===== src/rtl/fx_pkg.sv =====
// Shared types and defaults for the effect frame sequencer.
// The CLIP_COUNT_EN build option (see fx_frame_sequencer) uses the clip constants below.
package fx_pkg;

   localparam int DEF_FRAME_LEN  = 1000;
   localparam int DEF_ADDR_W     = 10;
   localparam int DEF_DATA_W     = 16;
   localparam int DEF_FX_TIMEOUT = 15;

   localparam logic [DEF_DATA_W-1:0] SAMPLE_MAX = 16'h7FFF;
   localparam logic [DEF_DATA_W-1:0] SAMPLE_MIN = 16'h8000;

   typedef enum logic [2:0] {
      IDLE    = 3'd0,
      READ    = 3'd1,
      CAPTURE = 3'd2,
      FX_GO   = 3'd3,
      FX_WAIT = 3'd4,
      WRITE   = 3'd5,
      DONE_ST = 3'd6
   } state_t;

   // A sample sitting on either rail is taken as clipped.
   function automatic logic is_clip(input logic [DEF_DATA_W-1:0] s);
      return (s == SAMPLE_MAX) || (s == SAMPLE_MIN);
   endfunction

endpackage


===== src/rtl/fx_timeout_counter.sv =====
// Counts cycles spent waiting on the effect; flags expiry on the cycle the count reaches LIMIT.
module fx_timeout_counter #(
   parameter int LIMIT = 15,
   parameter int CNT_W = $clog2(LIMIT + 1)
)(
   input  logic clk,
   input  logic reset,
   input  logic clear,
   input  logic enable,
   output logic expired
);

   localparam logic [CNT_W-1:0] LAST = CNT_W'(LIMIT - 1);

   logic [CNT_W-1:0] count_r;

   // Wait-cycle counter, saturating one short of LIMIT.
   always_ff @(posedge clk) begin
      if (reset) begin
         count_r <= {CNT_W{1'b0}};
      end else if (clear) begin
         count_r <= {CNT_W{1'b0}};
      end else if (enable && (count_r != LAST)) begin
         count_r <= count_r + CNT_W'(1);
      end
   end

   assign expired = enable && (count_r == LAST);

endmodule


===== src/rtl/fx_frame_sequencer.sv =====
// Streams one frame from the input RAM through a START/DONE effect unit into the output RAM.
// Build option CLIP_COUNT_EN adds the clip_count output.
module fx_frame_sequencer
   import fx_pkg::*;
#(
   parameter int FRAME_LEN  = DEF_FRAME_LEN,
   parameter int ADDR_W     = DEF_ADDR_W,
   parameter int DATA_W     = DEF_DATA_W,
   parameter int FX_TIMEOUT = DEF_FX_TIMEOUT
)(
   input  logic              CLK,
   input  logic              RESET,
   input  logic              FRAME_START,
   input  logic              BYPASS,
   input  logic              GAIN_CFG,
   output logic              BUSY,
   output logic              FRAME_DONE,
   output logic              ERROR,
   output logic              rd_en,
   output logic [ADDR_W-1:0] rd_addr,
   input  logic [DATA_W-1:0] rd_data,
   output logic              fx_start,
   output logic              fx_gain,
   output logic [DATA_W-1:0] fx_in,
   input  logic              fx_done,
   input  logic [DATA_W-1:0] fx_out,
   output logic              wr_en,
   output logic [ADDR_W-1:0] wr_addr,
`ifdef CLIP_COUNT_EN
   output logic [DATA_W-1:0] wr_data,
   output logic [ADDR_W-1:0] clip_count
`else
   output logic [DATA_W-1:0] wr_data
`endif
);

   localparam logic [ADDR_W-1:0] LAST_IDX = ADDR_W'(FRAME_LEN - 1);

   state_t            state_r;
   state_t            next_s;
   logic [ADDR_W-1:0] idx_r;
   logic [ADDR_W-1:0] idx_next_s;
   logic              bypass_r;
   logic              gain_r;
   logic [DATA_W-1:0] sample_r;
   logic [DATA_W-1:0] result_r;
   logic              accept_s;
   logic              abort_s;
   logic              expired_s;
   logic              to_clear_s;
   logic              to_enable_s;

   assign fx_in   = sample_r;
   assign wr_data = result_r;
   assign fx_gain = gain_r;

   assign to_clear_s  = (state_r == FX_GO);
   assign to_enable_s = (state_r == FX_WAIT) && !fx_done;

   fx_timeout_counter #(
      .LIMIT (FX_TIMEOUT)
   ) u_timeout (
      .clk     (CLK),
      .reset   (RESET),
      .clear   (to_clear_s),
      .enable  (to_enable_s),
      .expired (expired_s)
   );

   // Next-state, sample index and frame accept/abort decode.
   always_comb begin
      next_s     = state_r;
      idx_next_s = idx_r;
      accept_s   = 1'b0;
      abort_s    = 1'b0;
      case (state_r)
         IDLE: begin
            if (FRAME_START) begin
               next_s     = READ;
               idx_next_s = {ADDR_W{1'b0}};
               accept_s   = 1'b1;
            end else begin
               next_s = IDLE;
            end
         end
         READ:    next_s = CAPTURE;
         CAPTURE: begin
            if (bypass_r) begin
               next_s = WRITE;
            end else begin
               next_s = FX_GO;
            end
         end
         FX_GO:   next_s = FX_WAIT;
         FX_WAIT: begin
            if (fx_done) begin
               next_s = WRITE;
            end else if (expired_s) begin
               next_s  = IDLE;
               abort_s = 1'b1;
            end else begin
               next_s = FX_WAIT;
            end
         end
         WRITE: begin
            if (idx_r == LAST_IDX) begin
               next_s = DONE_ST;
            end else begin
               next_s     = READ;
               idx_next_s = idx_r + ADDR_W'(1);
            end
         end
         DONE_ST: next_s = IDLE;
         default: begin
            next_s     = IDLE;
            idx_next_s = {ADDR_W{1'b0}};
         end
      endcase
   end

   // State, datapath registers and outputs; strobes are decoded from the next state so they align with it.
   always_ff @(posedge CLK) begin
      if (RESET) begin
         state_r    <= IDLE;
         idx_r      <= {ADDR_W{1'b0}};
         bypass_r   <= 1'b0;
         gain_r     <= 1'b0;
         sample_r   <= {DATA_W{1'b0}};
         result_r   <= {DATA_W{1'b0}};
         BUSY       <= 1'b0;
         FRAME_DONE <= 1'b0;
         ERROR      <= 1'b0;
         rd_en      <= 1'b0;
         rd_addr    <= {ADDR_W{1'b0}};
         fx_start   <= 1'b0;
         wr_en      <= 1'b0;
         wr_addr    <= {ADDR_W{1'b0}};
      end else begin
         state_r    <= next_s;
         idx_r      <= idx_next_s;
         BUSY       <= next_s inside {READ, CAPTURE, FX_GO, FX_WAIT, WRITE};
         FRAME_DONE <= (next_s == DONE_ST) || abort_s;
         rd_en      <= (next_s == READ);
         rd_addr    <= idx_next_s;
         fx_start   <= (next_s == FX_GO);
         wr_en      <= (next_s == WRITE);
         wr_addr    <= idx_next_s;
         if (accept_s) begin
            bypass_r <= BYPASS;
            gain_r   <= GAIN_CFG;
            ERROR    <= 1'b0;
         end else if (abort_s) begin
            ERROR <= 1'b1;
         end
         // In bypass the result register doubles as the write-back copy of the sample.
         if (state_r == CAPTURE) begin
            sample_r <= rd_data;
            if (bypass_r) begin
               result_r <= rd_data;
            end
         end else if ((state_r == FX_WAIT) && fx_done) begin
            result_r <= fx_out;
         end
      end
   end

`ifdef CLIP_COUNT_EN
   // Clipped-sample tally for the current frame, held after the frame ends.
   always_ff @(posedge CLK) begin
      if (RESET) begin
         clip_count <= {ADDR_W{1'b0}};
      end else if (accept_s) begin
         clip_count <= {ADDR_W{1'b0}};
      end else if ((state_r == WRITE) && is_clip(result_r)) begin
         clip_count <= clip_count + ADDR_W'(1);
      end
   end
`endif

endmodule


===== config.mk =====
export PLATFORM = sky130hd
export DESIGN_NAME = fx_frame_sequencer
export DESIGN_NICKNAME = d
export VERILOG_FILES = /design/src/rtl/fx_pkg.sv /design/src/rtl/fx_timeout_counter.sv /design/src/rtl/fx_frame_sequencer.sv
export SDC_FILE = /design/constraint.sdc
export NUM_CORES = 1
export LEC_CHECK = 0
export ABC_AREA = 1
export CAP_MARGIN = 20
export CORE_MARGIN = 2
export CORE_UTILIZATION = 45
export CTS_BUF_LIST = sky130_fd_sc_hd__clkbuf_8
export DETAILED_ROUTE_END_ITERATION = 10
export GPL_TIMING_DRIVEN = 0
export MAX_ROUTING_LAYER = met4
export PLACE_DENSITY = 0.87
export SKIP_LAST_GASP = 1
export SLEW_MARGIN = 15
export SYNTH_ARGS = -nofsm -noshare
export SYNTH_HDL_FRONTEND = slang
export SYNTH_SLANG_ARGS = --single-unit

===== constraint.sdc =====
create_clock -name CLK -period 2.37 [get_ports CLK]
set_clock_uncertainty 0.2 [all_clocks]
set_input_delay 0.5925 -clock CLK [delete_from_list [all_inputs] [get_ports CLK]]
set_output_delay 0.5925 -clock CLK [all_outputs]
set_load 0.03 [all_outputs]

**Word level (Yosys, flattened, before mapping)**

Index checks and enable logic that the tools add are counted.
W data, S select, Z words.

- Register bits after elaboration: 57
- Word-level logic and storage cells: 65

- Muxes and demuxes: 17
- Bitwise operators: 1
- $add $sub $neg: 2
- Equal/unequal tests: 18
- Reductions and logical operators: 14

Operators with widths:

| kind | count |
|---|---|
| $mux W16 | 3 |
| $pmux W10 S3 | 1 |
| $mux W10 | 2 |
| $eq A3 B3 Y1 const B | 6 |
| $pmux W3 S6 | 1 |
| $eq A3 B2 Y1 const B | 4 |
| $mux W3 | 4 |
| $add A10 B1 Y10 const B | 1 |
| $eq A10 B10 Y1 const B | 1 |
| $eq A3 B1 Y1 const B | 2 |
| $mux W1 | 6 |
| $ne A2 B2 Y1 const B | 3 |
| $reduce_bool A5 Y1 | 1 |
| $reduce_or A5 Y1 | 1 |
| $add A4 B1 Y4 const B | 1 |
| $eq A4 B4 Y1 const B | 1 |
| $logic_and A1 B1 Y1 | 4 |
| $ne A4 B4 Y1 const B | 1 |
| $reduce_or A2 Y1 | 2 |
| $logic_not A3 Y1 | 1 |
| $reduce_and A3 Y1 | 1 |
| $reduce_and A2 Y1 | 1 |
| $reduce_bool A2 Y1 | 1 |
| $logic_not A1 Y1 | 1 |
| 2 further kinds | 2 |

**Longest topological paths before layout**

Gate-level depths: netlist of the first run.

- Word-level depth: 8
- Mapped depth: 10

**Cells and area by module**

A second synthesis of the first run with hierarchy kept.

- Cells, all modules: 343
- Area, all modules: 2529.9 um2

By module, submodules not included:

| module | area each (um2) | times used | cells an instance | seq. area each (um2) |
|---|---|---|---|---|
| fx_frame_sequencer | 2289.7 | 1 | 311 | 1061.0 |
| fx_timeout_counter | 240.2 | 1 | 32 | 80.1 |

**Least setup slack after synthesis of the first run**

Ideal clock, no wire load.

- Path type: reg-to-reg
- From: reg idx_r[0]
- To: reg BUSY
- Arrival time: 1.551 ns
- Setup time: 0.122 ns
- Buffers on the path: 1
- Data required time: 2.048 ns
- Cell stages (with the launch flop): 10
- Slack: 0.498 ns
- Period minus slack after synthesis: 1.872 ns
- Path through: dfxtp_1 -> ha_1 -> nand2_1 -> inv_1 -> nand4_1 -> buf_4 -> nand2_1 -> inv_1 -> nand3_1 -> nand3_1

- Word-level cells in the longest chain between the ends: 5
- Elaborated cells on any way between the ends: 9
- Classes of those cells: eq/ne: 6; mux: 2; reduce/logical: 1

Ends and longest elaborated chain:

| what | RTL line | source |
|---|---|---|
| from (decl) | fx_frame_sequencer.sv:41 | `logic [ADDR_W-1:0] idx_r;` |
| from (signal assigned) | fx_frame_sequencer.sv:125 | `idx_r <= {ADDR_W{1'b0}};` |
| from (signal assigned) | fx_frame_sequencer.sv:140 | `idx_r <= idx_next_s;` |
| $eq A10 B10 Y1 * | fx_frame_sequencer.sv:106 | `if (idx_r == LAST_IDX) begin` |
| $mux W3 * | fx_frame_sequencer.sv:106 |  |
| $pmux W3 S6 * | fx_frame_sequencer.sv:76 | `case (state_r)` |
| $eq A3 B1 Y1, or another cell as far along | fx_frame_sequencer.sv:141 | `BUSY <= next_s inside {READ, CAPTURE, FX_GO, FX_WAIT, WRITE};` |
| $reduce_bool A5 Y1 * | fx_frame_sequencer.sv:141 |  |
| to (signal assigned) | fx_frame_sequencer.sv:141 |  |
| to (decl) | fx_frame_sequencer.sv:16 | `output logic BUSY,` |

Every way passes the cells marked *; elsewhere a longest branch is shown, timed or not.
A chain may end at the register's enable or synchronous reset.

==> results of run 1 <==
[final timing paths]
kind,startpoint,end,slack [ns],cells past startpoint
setup reg to reg,idx_r[0],BUSY,0.50,9
hold / removal,fx_in[8],fx_in[8],0.26,2
hold reg to reg,fx_in[8],fx_in[8],0.26,2
setup / recovery,idx_r[7],wr_addr[7],0.04,2
[final cells by class]
| cell class | count | area share |
|---|---|---|
| clock buffer | 11 | 0.03980 |
| tap | 72 | 0.02368 |
| multi-input combinational | 239 | 0.2987 |
| sequential | 57 | 0.3000 |
| clock inverter | 5 | 0.01447 |
| inverter | 26 | 0.02566 |
| buffer | 25 | 0.04342 |
| timing repair buffer | 96 | 0.2543 |
[repair_timing]
item / in CTS / in global routing
endpoints found under the hold margin: 0 / 0
setup endpoints to repair: 3 / 4
gates resized for setup: 3 / 4
[synth_stat cells]
library cell   n
nand2_2        5
ha_1           3
nor2_1        38
nand2_1       84
nor2_4         2
buf_2          6
nand3_1       15
inv_1         25
o21ai_1        2
dfxtp_1       57
nor3_1         4
o21ai_0       25
inv_2          1
a21boi_0       1
xor2_1         1
clkbuf_1       5
buf_4         11
nor3_2         1
nand3_2        1
buf_6          3
nand4_1        5
a21oi_1       33
a31oi_1       17
or2_2          1
nand2_4        1
[power groups by stage]
| stage | clock (W) | combinational (W) | sequential (W) |
|---|---|---|---|
| after floorplan | 0 | 0.000217 | 0.00119 |
| after global placement | 0 | 0.000549 | 0.00108 |
| after detailed placement | 0 | 0.000563 | 0.00108 |
| after CTS | 0.000941 | 0.000565 | 0.00106 |
| after global routing | 0.000991 | 0.000609 | 0.00107 |
| final | 0.000932 | 0.000565 | 0.00106 |
[cells by family (layout without fill, tap and decap cells)]
logic type               Yosys count  in the layout
adder cells (fa/ha/maj)            3              3
buffers and inverters             51            163
AO/OA/AOI/OAI                     78             78
AND/OR/NAND/NOR                  157            157
flip-flops                        57             57
XOR/XNOR                           1              1
[state kept, by name, indices dropped and copies added (netlist names)]
register / count
fx_in: 16
wr_data: 16
idx_r: 10
u_timeout.count_r: 4
state_r: 3
BUSY: 1
ERROR: 1
FRAME_DONE: 1
bypass_r: 1
fx_gain: 1
fx_start: 1
rd_en: 1
wr_en: 1
[stage by stage]
step                      instance area [um2]    util  hold WS (ns)
after global placement                   3591  0.6562        0.2481
after global routing                     3804  0.6950        0.2764
final                                    3804  0.6950        0.2601
after floorplan                          2540       -        0.2389
after CTS                                3794  0.6932        0.2624
after detailed placement                 3591  0.6562        0.2535
[critical path, cell delays in order, from the launching register on]
cell and delay [ns]:
dfxtp_1 0.43, buf_4 0.14, clkdlybuf4s50_1 0.65
[cells in the final DEF (no fill, tap or decap), drive strengths merged, types with 2 or more instances in the layout]
cell	instances
dlymetal6s2s	4
ha	3
a31oi	17
clkinv	2
clkbuf	16
nor3	5
o21ai	27
nor2	40
a21oi	33
clkdlybuf4s50	89
buf	20
dlygate4sd2	3
inv	27
nand4	5
dfxtp	57
nand3	16
nand2	90
[per-layer routing]
layer	track usage	wire, um	vias to the layer above
met4	0.1000	112	0
met1	0.2708	3048	1244
li1	-	-	1352
met2	0.3975	3757	91
met5	-	0	-
met3	0.05568	327	17
==> metrics.yaml, run 1 <==
outcome:
  status: "completed"
min_path:
  hold_path.class: "flip-flop to flip-flop"
synthesis:
  synth.area.top_cells: "dfxtp_1 (45%), nand2_1 (12%), a21oi_1 (6.5%)"
  synth_mux_area_frac: 0
  synth-seq-area-share: 0.4493
  synth_compound_area_frac: 0.1631
  synth_top_area_share: 0.4493
  ys_warn_count: 0
  synth_fa_ha_area_frac: 0.01478
  syn_inst: 347
  synth_top_family_by_area: "simple AND/OR/NAND/NOR gates"
  synth_seq_cells: 57
  syn_nets: 388
  synth.avg_cell_area_um2: 7.320
  synthSimpleGateAreaFrac: 0.2660
  synth_cell_types: 25
  syn_area_um2: 2540
  synthXorXnorAreaFrac: 0.003448
  yosys.area.top_type: "dfxtp_1"
clock_network:
  cts_tree: "yes"
  clkTransAtPathRegs_ns: 0.07
  numCtsBuffers: 9
  hold_buffers: 0
  clk_latency_ns: 0.32
  cts_htree_levels: 3
  post_cts_buffers: 0
  clockBufferDepth: 2
  root_buffer: "clkbuf_8"
  cts.sinks: 57
grt:
  grt_max_degree: 11
  grt_first_pass_wirelength_mm: 11.38
  grtUsageTotal: 0.2365
  antenna_found_initial: 0
  grt_pass1_vias: 2549
  grt_overflow_total: 0
routing:
  drt_iter0_markers: 177
  wirelength_mm: 7.244
  viasPerCell: 5.092
  drc: 0
  drt_pass1_iterations: 4
  drtAntennaViolNets: 0
  vias: 2704
  post_drt_wl_per_cell_um: 13.64
power:
  p_sw_frac: 0.2992
  pwr-share-seq: 0.415
  powerDensity_nw_per_um2: 672.9
  clkPwrFrac: 0.364
  total_power_w: 0.002559
  ir_worst_vdd_uv: 523.7
  combPwrFrac: 0.221
  p_sw_w: 0.0007659
  p_leak_nw: 1.625
  p_int_w: 0.001794
floorplanning:
  die_h_um: 79.13
  die_w_um: 79.13
  core_um2: 5473
  rows: 27
  initial_utilization: 0.4641
  dieArea_um2: 6262
  pin_count: 97
finish:
  multi_input_area_um2: 1136
  drive_gt1_frac: 0.1024
  register_area_um2: 1141
  antenna_cells: 0
  fin_cells: 531
  final_nets: 495
  synthToLayoutAreaGrowth_pct: 49.75
  fillers: 452
sta:
  slew_violations: 0
  fmax_mhz: 429.3
  setup_tns_ns: 0
  tightestPinTransition_ns: 0.5731
  finalSetupViolations: 0
  finalCriticalPeriod_ns: 2.329
  period_share: 0.9828
  fin_ws_ns: 0.04083
  finalHoldViolCount: 0
  slew_headroom: 0.6179
  grt_setup_unrepaired: "no"
critical_path:
  crit_required_ns: 1.58
  crit_arrival_ns: 1.54
  worstSetupEndpointType: "output port"
  path_max_fanout: 6
  crit_type: "flip-flop to output port"
  critPathLaunchType: "flip-flop"
placed_design:
  gp_congestion: 0.8706
  hpwlAfterDp_mm: 5.370
  place_inst: 515
  dpl_worst_slack_ns: 0.07057
  portBuffers: 96
job:
  cap_violations: 0
Power figures use the tool's default switching activity.
==> run 2, diff against run 1 <==
CAP_MARGIN = unset   (was 20)
CORE_MARGIN = 5   (was 2)
==> metrics.yaml, run 2 (synthesis gave the netlist of run 1 again) <==
sta:
  holdWs_ns: 0.2618  # +0.001688 ns
  finalHoldViolCount: 0  # unchanged
  fmax_mhz: 430.7  # +0.31%
  setup_tns_ns: 0  # unchanged
  fin_ws_ns: 0.04799  # +0.007165 ns
  tightestPinTransition_ns: 0.5380  # -0.03509 ns
  slew_headroom: 0.6413  # +0.02339
  finalCriticalPeriod_ns: 2.322  # -0.007165 ns
  period_share: 0.9798  # -0.003023
  slew_violations: 0  # unchanged
  finalSetupViolations: 0  # unchanged
  grt_setup_unrepaired: "no"
critical_path:
  rrSetupSlack_ns: 0.51  # about the same
  rr_startpoint: "idx_r[0]"
  timing.rr.end: "BUSY"
  path_max_fanout: 5  # -1
  crit_arrival_ns: 1.53  # about the same
  crit_type: "flip-flop to output port"
  crit_required_ns: 1.58  # about the same
  r2r.worst_path.cells: 9  # unchanged
  critPathLaunchType: "flip-flop"
  worstSetupEndpointType: "output port"
placed_design:
  hpwlAfterDp_mm: 5.429  # +1.1%
  gp_congestion: 0.8383  # -3.7%
  portBuffers: 96  # unchanged
  dpl_worst_slack_ns: 0.1289  # +0.05830 ns
  place_inst: 515  # unchanged
floorplanning:
  die_h_um: 85.13  # +7.6%
  pin_count: 97  # unchanged
  die_w_um: 85.13  # +7.6%
  core_um2: 5507  # +0.62%
  dieArea_um2: 7247  # +16%
  rows: 27  # unchanged
  initial_utilization: 0.4613  # -0.002847
finish:
  final_nets: 495  # unchanged
  final_cell_mix: "clkdlybuf4s50_1 (86), nand2_1 (84), dfxtp_1 (57), nor2_1 (38), a21oi_1 (33)"
  antenna_cells: 0  # unchanged
  register_area_um2: 1141  # unchanged
  synthToLayoutAreaGrowth_pct: 51.18
  fin_cells: 531  # unchanged
  layout_commonest_cell: "clkdlybuf4s50_1"
  fillers: 429  # -5.1%
  multi_input_area_um2: 1136  # unchanged
  drive_gt1_frac: 0.1002  # -0.002179
grt:
  grt_max_degree: 11  # unchanged
  antenna_found_initial: 0  # unchanged
  grt_pass1_vias: 2528  # -0.82%
  grt_first_pass_wirelength_mm: 11.74  # +3.2%
  grtUsageTotal: 0.2105  # -0.02592
  grt_overflow_total: 0  # unchanged
job:
  cap_violations: 0  # unchanged
clock_network:
  cts_tree: "yes"
  numCtsBuffers: 9  # unchanged
  post_cts_buffers: 0  # unchanged
  clk_latency_ns: 0.34  # +0.02 ns
  cts_htree_levels: 3  # unchanged
  root_buffer: "clkbuf_8"
  clockBufferDepth: 2  # unchanged
  clkTransAtPathRegs_ns: 0.07  # about the same
  hold_buffers: 0  # unchanged
  cts.sinks: 57  # unchanged
routing:
  wirelength_mm: 7.330  # +1.2%
  drtAntennaViolNets: 0  # unchanged
  drt_iter0_markers: 114  # -36%
  drt_pass1_iterations: 4  # unchanged
  post_drt_wl_per_cell_um: 13.80  # +1.2%
  drc: 0  # unchanged
  vias: 2719  # +0.55%
  viasPerCell: 5.121  # +0.55%
min_path:
  min_from: "fx_in[2]"
  hold_path.class: "flip-flop to flip-flop"
  hold_depth: 2  # unchanged
  hold_path_end: "fx_in[2]"
outcome:
  status: "completed"
power:
  p_leak_nw: 1.701  # +4.6%
  powerDensity_nw_per_um2: 705.7  # +4.9%
  total_power_w: 0.002710  # +5.9%
  ir_worst_vdd_uv: 503.0  # -3.9%
## run 2: cell count changes in the layout (fill, tap and decap cells not counted), sizes merged
cell,before,now
bufinv,1,3
clkbuf,16,14
clkdlybuf4s50,89,86
clkinvlp,1,0
dlymetal6s2s,4,7
inv,27,28
## run 2: critical path, stage by stage (launching register included)
cell             delay [ns]
dfxtp_1                0.40
buf_4                  0.13
clkdlybuf4s50_1        0.65
## run 2: metrics by stage
step	utilization	instance area, um2
after CTS	0.6942	3822
after detailed placement	0.6521	3591
final	0.6973	3840
after global routing	0.6973	3840
after floorplan	-	2540
after global placement	0.6521	3591
## run 2: timing repair
item | CTS | global route
setup endpoints to repair | 3 | 7
resized for setup | 3 | 7
pin swaps | 0 | 0
## run 2: final cells by class
cell class                      instances  share of cell area
Timing Repair Buffer                   96              0.2538
Multi-Input combinational cell        239              0.2959
Tap cell                               72             0.02346
Sequential cell                        57              0.2972
Buffer                                 25             0.04301
Clock buffer                            9             0.03226
Clock inverter                          7             0.02900
Inverter                               26             0.02542
## run 2: worst max-delay path by stage
| stage | slack [ns] | start | cells past startpoint | endpoint |
|---|---|---|---|---|
| floorplan | 0.50 | idx_r[0] | 9 | BUSY |
| global placement | 0.12 | RESET | 5 | wr_data[14] |
| detailed placement | 0.13 | RESET | 5 | wr_data[14] |
| CTS | 0.01 | idx_r[0] | 1 | rd_addr[0] |
| global route | 0.003 | idx_r[8] | 2 | wr_addr[8] |
| finish | 0.05 | idx_r[8] | 2 | wr_addr[8] |
## run 2: report_power, final
part	internal (W)	leakage (nW)	switching, W
sequential	0.00102	0.462	0.0000370
combinational	0.000231	1.11	0.000332
clock	0.000690	0.126	0.000396
## run 2: metal layers
metal  global-route usage  up-vias  wire (um)
li1                     -     1348          -
met1               0.2400     1227       2951
met2               0.3340      118       3572
met3              0.06117       26        517
met4               0.1094        0        289
met5                    -        -          0
==> run 3, diff against run 2 <==
CAP_MARGIN = 40   (was unset)
CORE_MARGIN = 8   (was 5)
==> metrics.yaml, run 3 (synthesis gave the netlist of run 1 again) <==
outcome:
  status: "completed"
routing:
  drt_pass1_iterations: 5  # +1
  post_drt_wl_per_cell_um: 15.13  # +9.6%
  drtAntennaViolNets: 0  # unchanged
  viasPerCell: 5.185  # +1.3%
  wirelength_mm: 8.036  # +9.6%
  drc: 0  # unchanged
  drt_iter0_markers: 140  # +23%
  vias: 2753  # +1.3%
sta:
  finalSetupViolations: 0  # unchanged
  period_share: 0.9823  # +0.002513
  finalHoldViolCount: 0  # unchanged
  slew_headroom: 0.6014  # -0.03992
  slew_violations: 0  # unchanged
  setup_tns_ns: 0  # unchanged
  tightestPinTransition_ns: 0.5979  # +0.05989 ns
  grt_setup_unrepaired: "no"
  fmax_mhz: 429.6  # -0.26%
  finalCriticalPeriod_ns: 2.328  # +0.005956 ns
finish:
  synthToLayoutAreaGrowth_pct: 49.90
  drive_gt1_frac: 0.1024  # +0.002179
  final_nets: 495  # unchanged
  antenna_cells: 0  # unchanged
  final_cell_mix: "clkdlybuf4s50_1 (86), nand2_1 (84), dfxtp_1 (57), nor2_1 (38), a21oi_1 (33)"
  finalCoreUtilization: 0.6957  # -0.001640
  fin_cells: 531  # unchanged
  layout_commonest_cell: "clkdlybuf4s50_1"
min_path:
  hold_path.class: "flip-flop to flip-flop"
grt:
  grt_overflow_total: 0  # unchanged
  grt_pass1_vias: 2782  # +10%
  grt_max_degree: 11  # unchanged
  antenna_found_initial: 0  # unchanged
  grtUsageTotal: 0.1925  # -0.01809
  grt_first_pass_wirelength_mm: 12.68  # +8.0%
clock_network:
  cts_tree: "yes"
  root_buffer: "clkbuf_8"
  post_cts_buffers: 0  # unchanged
  clk_latency_ns: 0.34  # about the same
  clockBufferDepth: 2  # unchanged
  cts_htree_levels: 3  # unchanged
  cts.sinks: 57  # unchanged
  numCtsBuffers: 9  # unchanged
  clkTransAtPathRegs_ns: 0.07  # about the same
placed_design:
  hpwlAfterDp_mm: 5.974  # +10%
  gp_congestion: 0.8646  # +3.1%
  place_inst: 515  # unchanged
  portBuffers: 96  # unchanged
floorplanning:
  die_h_um: 91.13  # +7.0%
  rows: 27  # unchanged
  core_um2: 5473  # -0.61%
  pin_count: 97  # unchanged
  dieArea_um2: 8305  # +15%
  initial_utilization: 0.4641  # +0.002847
  die_w_um: 91.13  # +7.0%
critical_path:
  crit_required_ns: 1.58  # about the same
  worstSetupEndpointType: "output port"
  critPathLaunchType: "flip-flop"
  crit_arrival_ns: 1.54  # about the same
  crit_type: "flip-flop to output port"
  path_max_fanout: 5  # unchanged
power:
  total_power_w: 0.002611  # -3.7%
  ir_worst_vdd_uv: 414.6  # -18%
  p_leak_nw: 1.657  # -2.6%
  powerDensity_nw_per_um2: 685.7  # -2.8%
job:
  cap_violations: 0  # unchanged
## run 3: changes by cell type in the layout (fill, tap and decap cells not counted), sizes merged
cell          delta
bufinv           -1
clkinv           +1
clkinvlp         +1
dlygate4sd2      +2
dlymetal6s2s     -2
inv              -1
## run 3: path summary, 6_finish.rpt
path / end / start / cells after the start / slack [ns]
hold reg to reg: fx_in[10] / fx_in[10] / 2 / 0.26
setup reg to reg: BUSY / idx_r[0] / 9 / 0.54
hold / removal: fx_in[10] / fx_in[10] / 2 / 0.26
setup / recovery: wr_addr[1] / idx_r[1] / 2 / 0.04
## run 3: cell type report
type                       instances  area (um2)
inverter                          26       97.59
fill                             444        1665
clock buffer                       9       123.9
tap                               72       90.09
buffer                            25       165.2
sequential                        57        1141
clock inverter                     7       86.33
multi-input combinational        239        1136
timing repair buffer              96       967.2
## run 3: what timing repair did
item | 4_1_cts | 5_1_grt
resized for setup | 5 | 5
pin swaps | 0 | 0
endpoints found under the setup margin | 5 | 5
hold buffers | 0 | 0
## run 3: critical path, stage by stage, from the launching register on
cell             delay [ns]
dfxtp_1                0.41
buf_4                  0.13
clkdlybuf4s50_1        0.65
## run 3: power by group
part           internal (W)  total, W  switching (W)  leakage [nW]
registers           0.00102   0.00106      0.0000389         0.462
logic              0.000231  0.000568       0.000336          1.08
clock network      0.000582  0.000981       0.000399         0.110
## run 3: metal layers
| layer | GRT usage | up-vias | share of wire |
|---|---|---|---|
| met3 | 0.04527 | 25 | 0.063 |
| met4 | 0.1282 | 0 | 0.041 |
| li1 | - | 1350 | - |
| met5 | - | - | 0 |
| met1 | 0.1862 | 1260 | 0.38 |
| met2 | 0.3368 | 118 | 0.52 |
## run 3: per-stage QoR
| stage | hold WS [ns] | area [um2] | setup slack, ns |
|---|---|---|---|
| final | 0.2582 | 3807 | 0.04203 |
| after global routing | 0.2834 | 3807 | 0.008040 |
| after CTS | 0.2626 | 3795 | 0.007629 |
| after detailed placement | 0.2537 | 3591 | 0.06241 |
| after global placement | 0.2479 | 3591 | 0.1041 |
| after floorplan | 0.2389 | 2540 | 0.4975 |
==> RTL change (flow settings as in run 3) <==
The option `CLIP_COUNT_EN` is turned on by a define.
--- a/src/rtl/fx_frame_sequencer.sv
+++ b/src/rtl/fx_frame_sequencer.sv
@@ -1,5 +1,7 @@
 // Streams one frame from the input RAM through a START/DONE effect unit into the output RAM.
 // Build option CLIP_COUNT_EN adds the clip_count output.
+`define CLIP_COUNT_EN
+
 module fx_frame_sequencer
    import fx_pkg::*;
 #(
Check against the original RTL (old outputs only; new: clip_count): equivalent (Yosys induction, for registers that start in step).
==> RTL change against run 3 <==
- setup slack improved by 0.0096 ns
- wire length increased by 21%
- clock power is 15% lower
- final area is 21% higher
- sequential cell count up 10
- register-to-register slack worse by 0.05 ns
- total power increased by 1.4%
- area after synthesis rose by 27%
- critical endpoint is now rd_addr[5]
- largest power group unchanged
==> RTL change: results (changes against run 3) <==
PortBufs 106 (+10%); # diodes 0 (unchanged); reg2reg path depth 8 (-1); Post-Route WL 9750 um (+21%); FF-to-FF setup slack 0.49 ns (-0.05 ns); Synth Area in Compound Gates 0.140 (-0.0229); Max clock buf depth 2 (unchanged); hpwl dp 7380 um (+24%); Critical Path Start idx_r[5]; Post-Synthesis Net Count 504 (+30%); reg-to-reg critical path endpoint idx_r[7]; Slowest Stage Delay on Critical Path 0.72 ns (+0.07 ns); final worst slack 0.0516 ns (+0.00960 ns); routability cong. 0.924 (+6.8%); worst vdd ir 0.394 mV (-4.9%); worst hold slack 0.262 ns (+0.00398 ns); Synth async-reset ratio 0 (unchanged); Min-Delay Endpoint ERROR; via density per instance 5.13 (-1.0%); CP Max Fanout 7 (+2); status finished clean; Synth warnings 0 (unchanged); Least-Margin Pin Slew 0.618 ns (+0.0199 ns); Via Count 3504 (+27%); Distinct cells, synth 30 (+20%); DR iter-0 viols 302 (+120%); Hold Crit Start ERROR; post-synthesis adder-cell area fraction 0.0155 (+0.000708); largest cells by area after synthesis dfxtp_1 (42%), nand2_1 (15%), a21oi_1 (6.8%); CP endpoint rd_addr[5]; most frequent cells after synthesis nand2_1 (127), dfxtp_1 (67), nor2_1 (55), a21oi_1 (44), inv_1 (36); first-pass GRT wire length 15700 um (+24%); Nets 621 (+25%); drt first pass iters 6 (+1); register area share after synthesis 0.415 (-0.0342); post-synthesis xor/xnor area fraction 0.0136 (+0.0101); Post-Place Worst Slack -0.170 ns (-0.233 ns); layout cells sized above 1 0.0753 (-0.0271); All-Layer GR Usage 0.198 (+0.00566); vias in the first global route 3393 (+22%)
## RTL change: routing by layer
layer | vias up | global-route usage | part of all wire | wire (um)
met2 | 143 | 0.332 | 0.48 | 4700
li1 | 1740 | - | - | -
met4 | 0 | 0.0709 | 0.020 | 191
met3 | 19 | 0.0677 | 0.086 | 839
met5 | - | - | 0 | 0
met1 | 1602 | 0.213 | 0.41 | 4020
## RTL change: power by group
part           leakage (uW)  switching (uW)  internal, uW
Sequential         0.000542            51.5          1190
Combinational       0.00137             347           223
Clock              0.000103             416           422
Total               0.00202             815          1830
## RTL change: layout make-up
cell class                      instances  area [sq um]
Timing Repair Buffer                  106          1060
Clock buffer                           11           151
Sequential cell                        67          1340
Multi-Input combinational cell        332          1590
Tap cell                               99           124
Fill cell                             608          2500
Inverter                               39           149
Clock inverter                          5          21.3
Buffer                                 24           148
## RTL change: timing repair
item / 4_1_cts / 5_1_grt
gates resized for setup: 9 / 6
hold buffers: 0 / 0
endpoints found under the hold margin: 0 / 0
setup endpoints to repair: 9 / 6
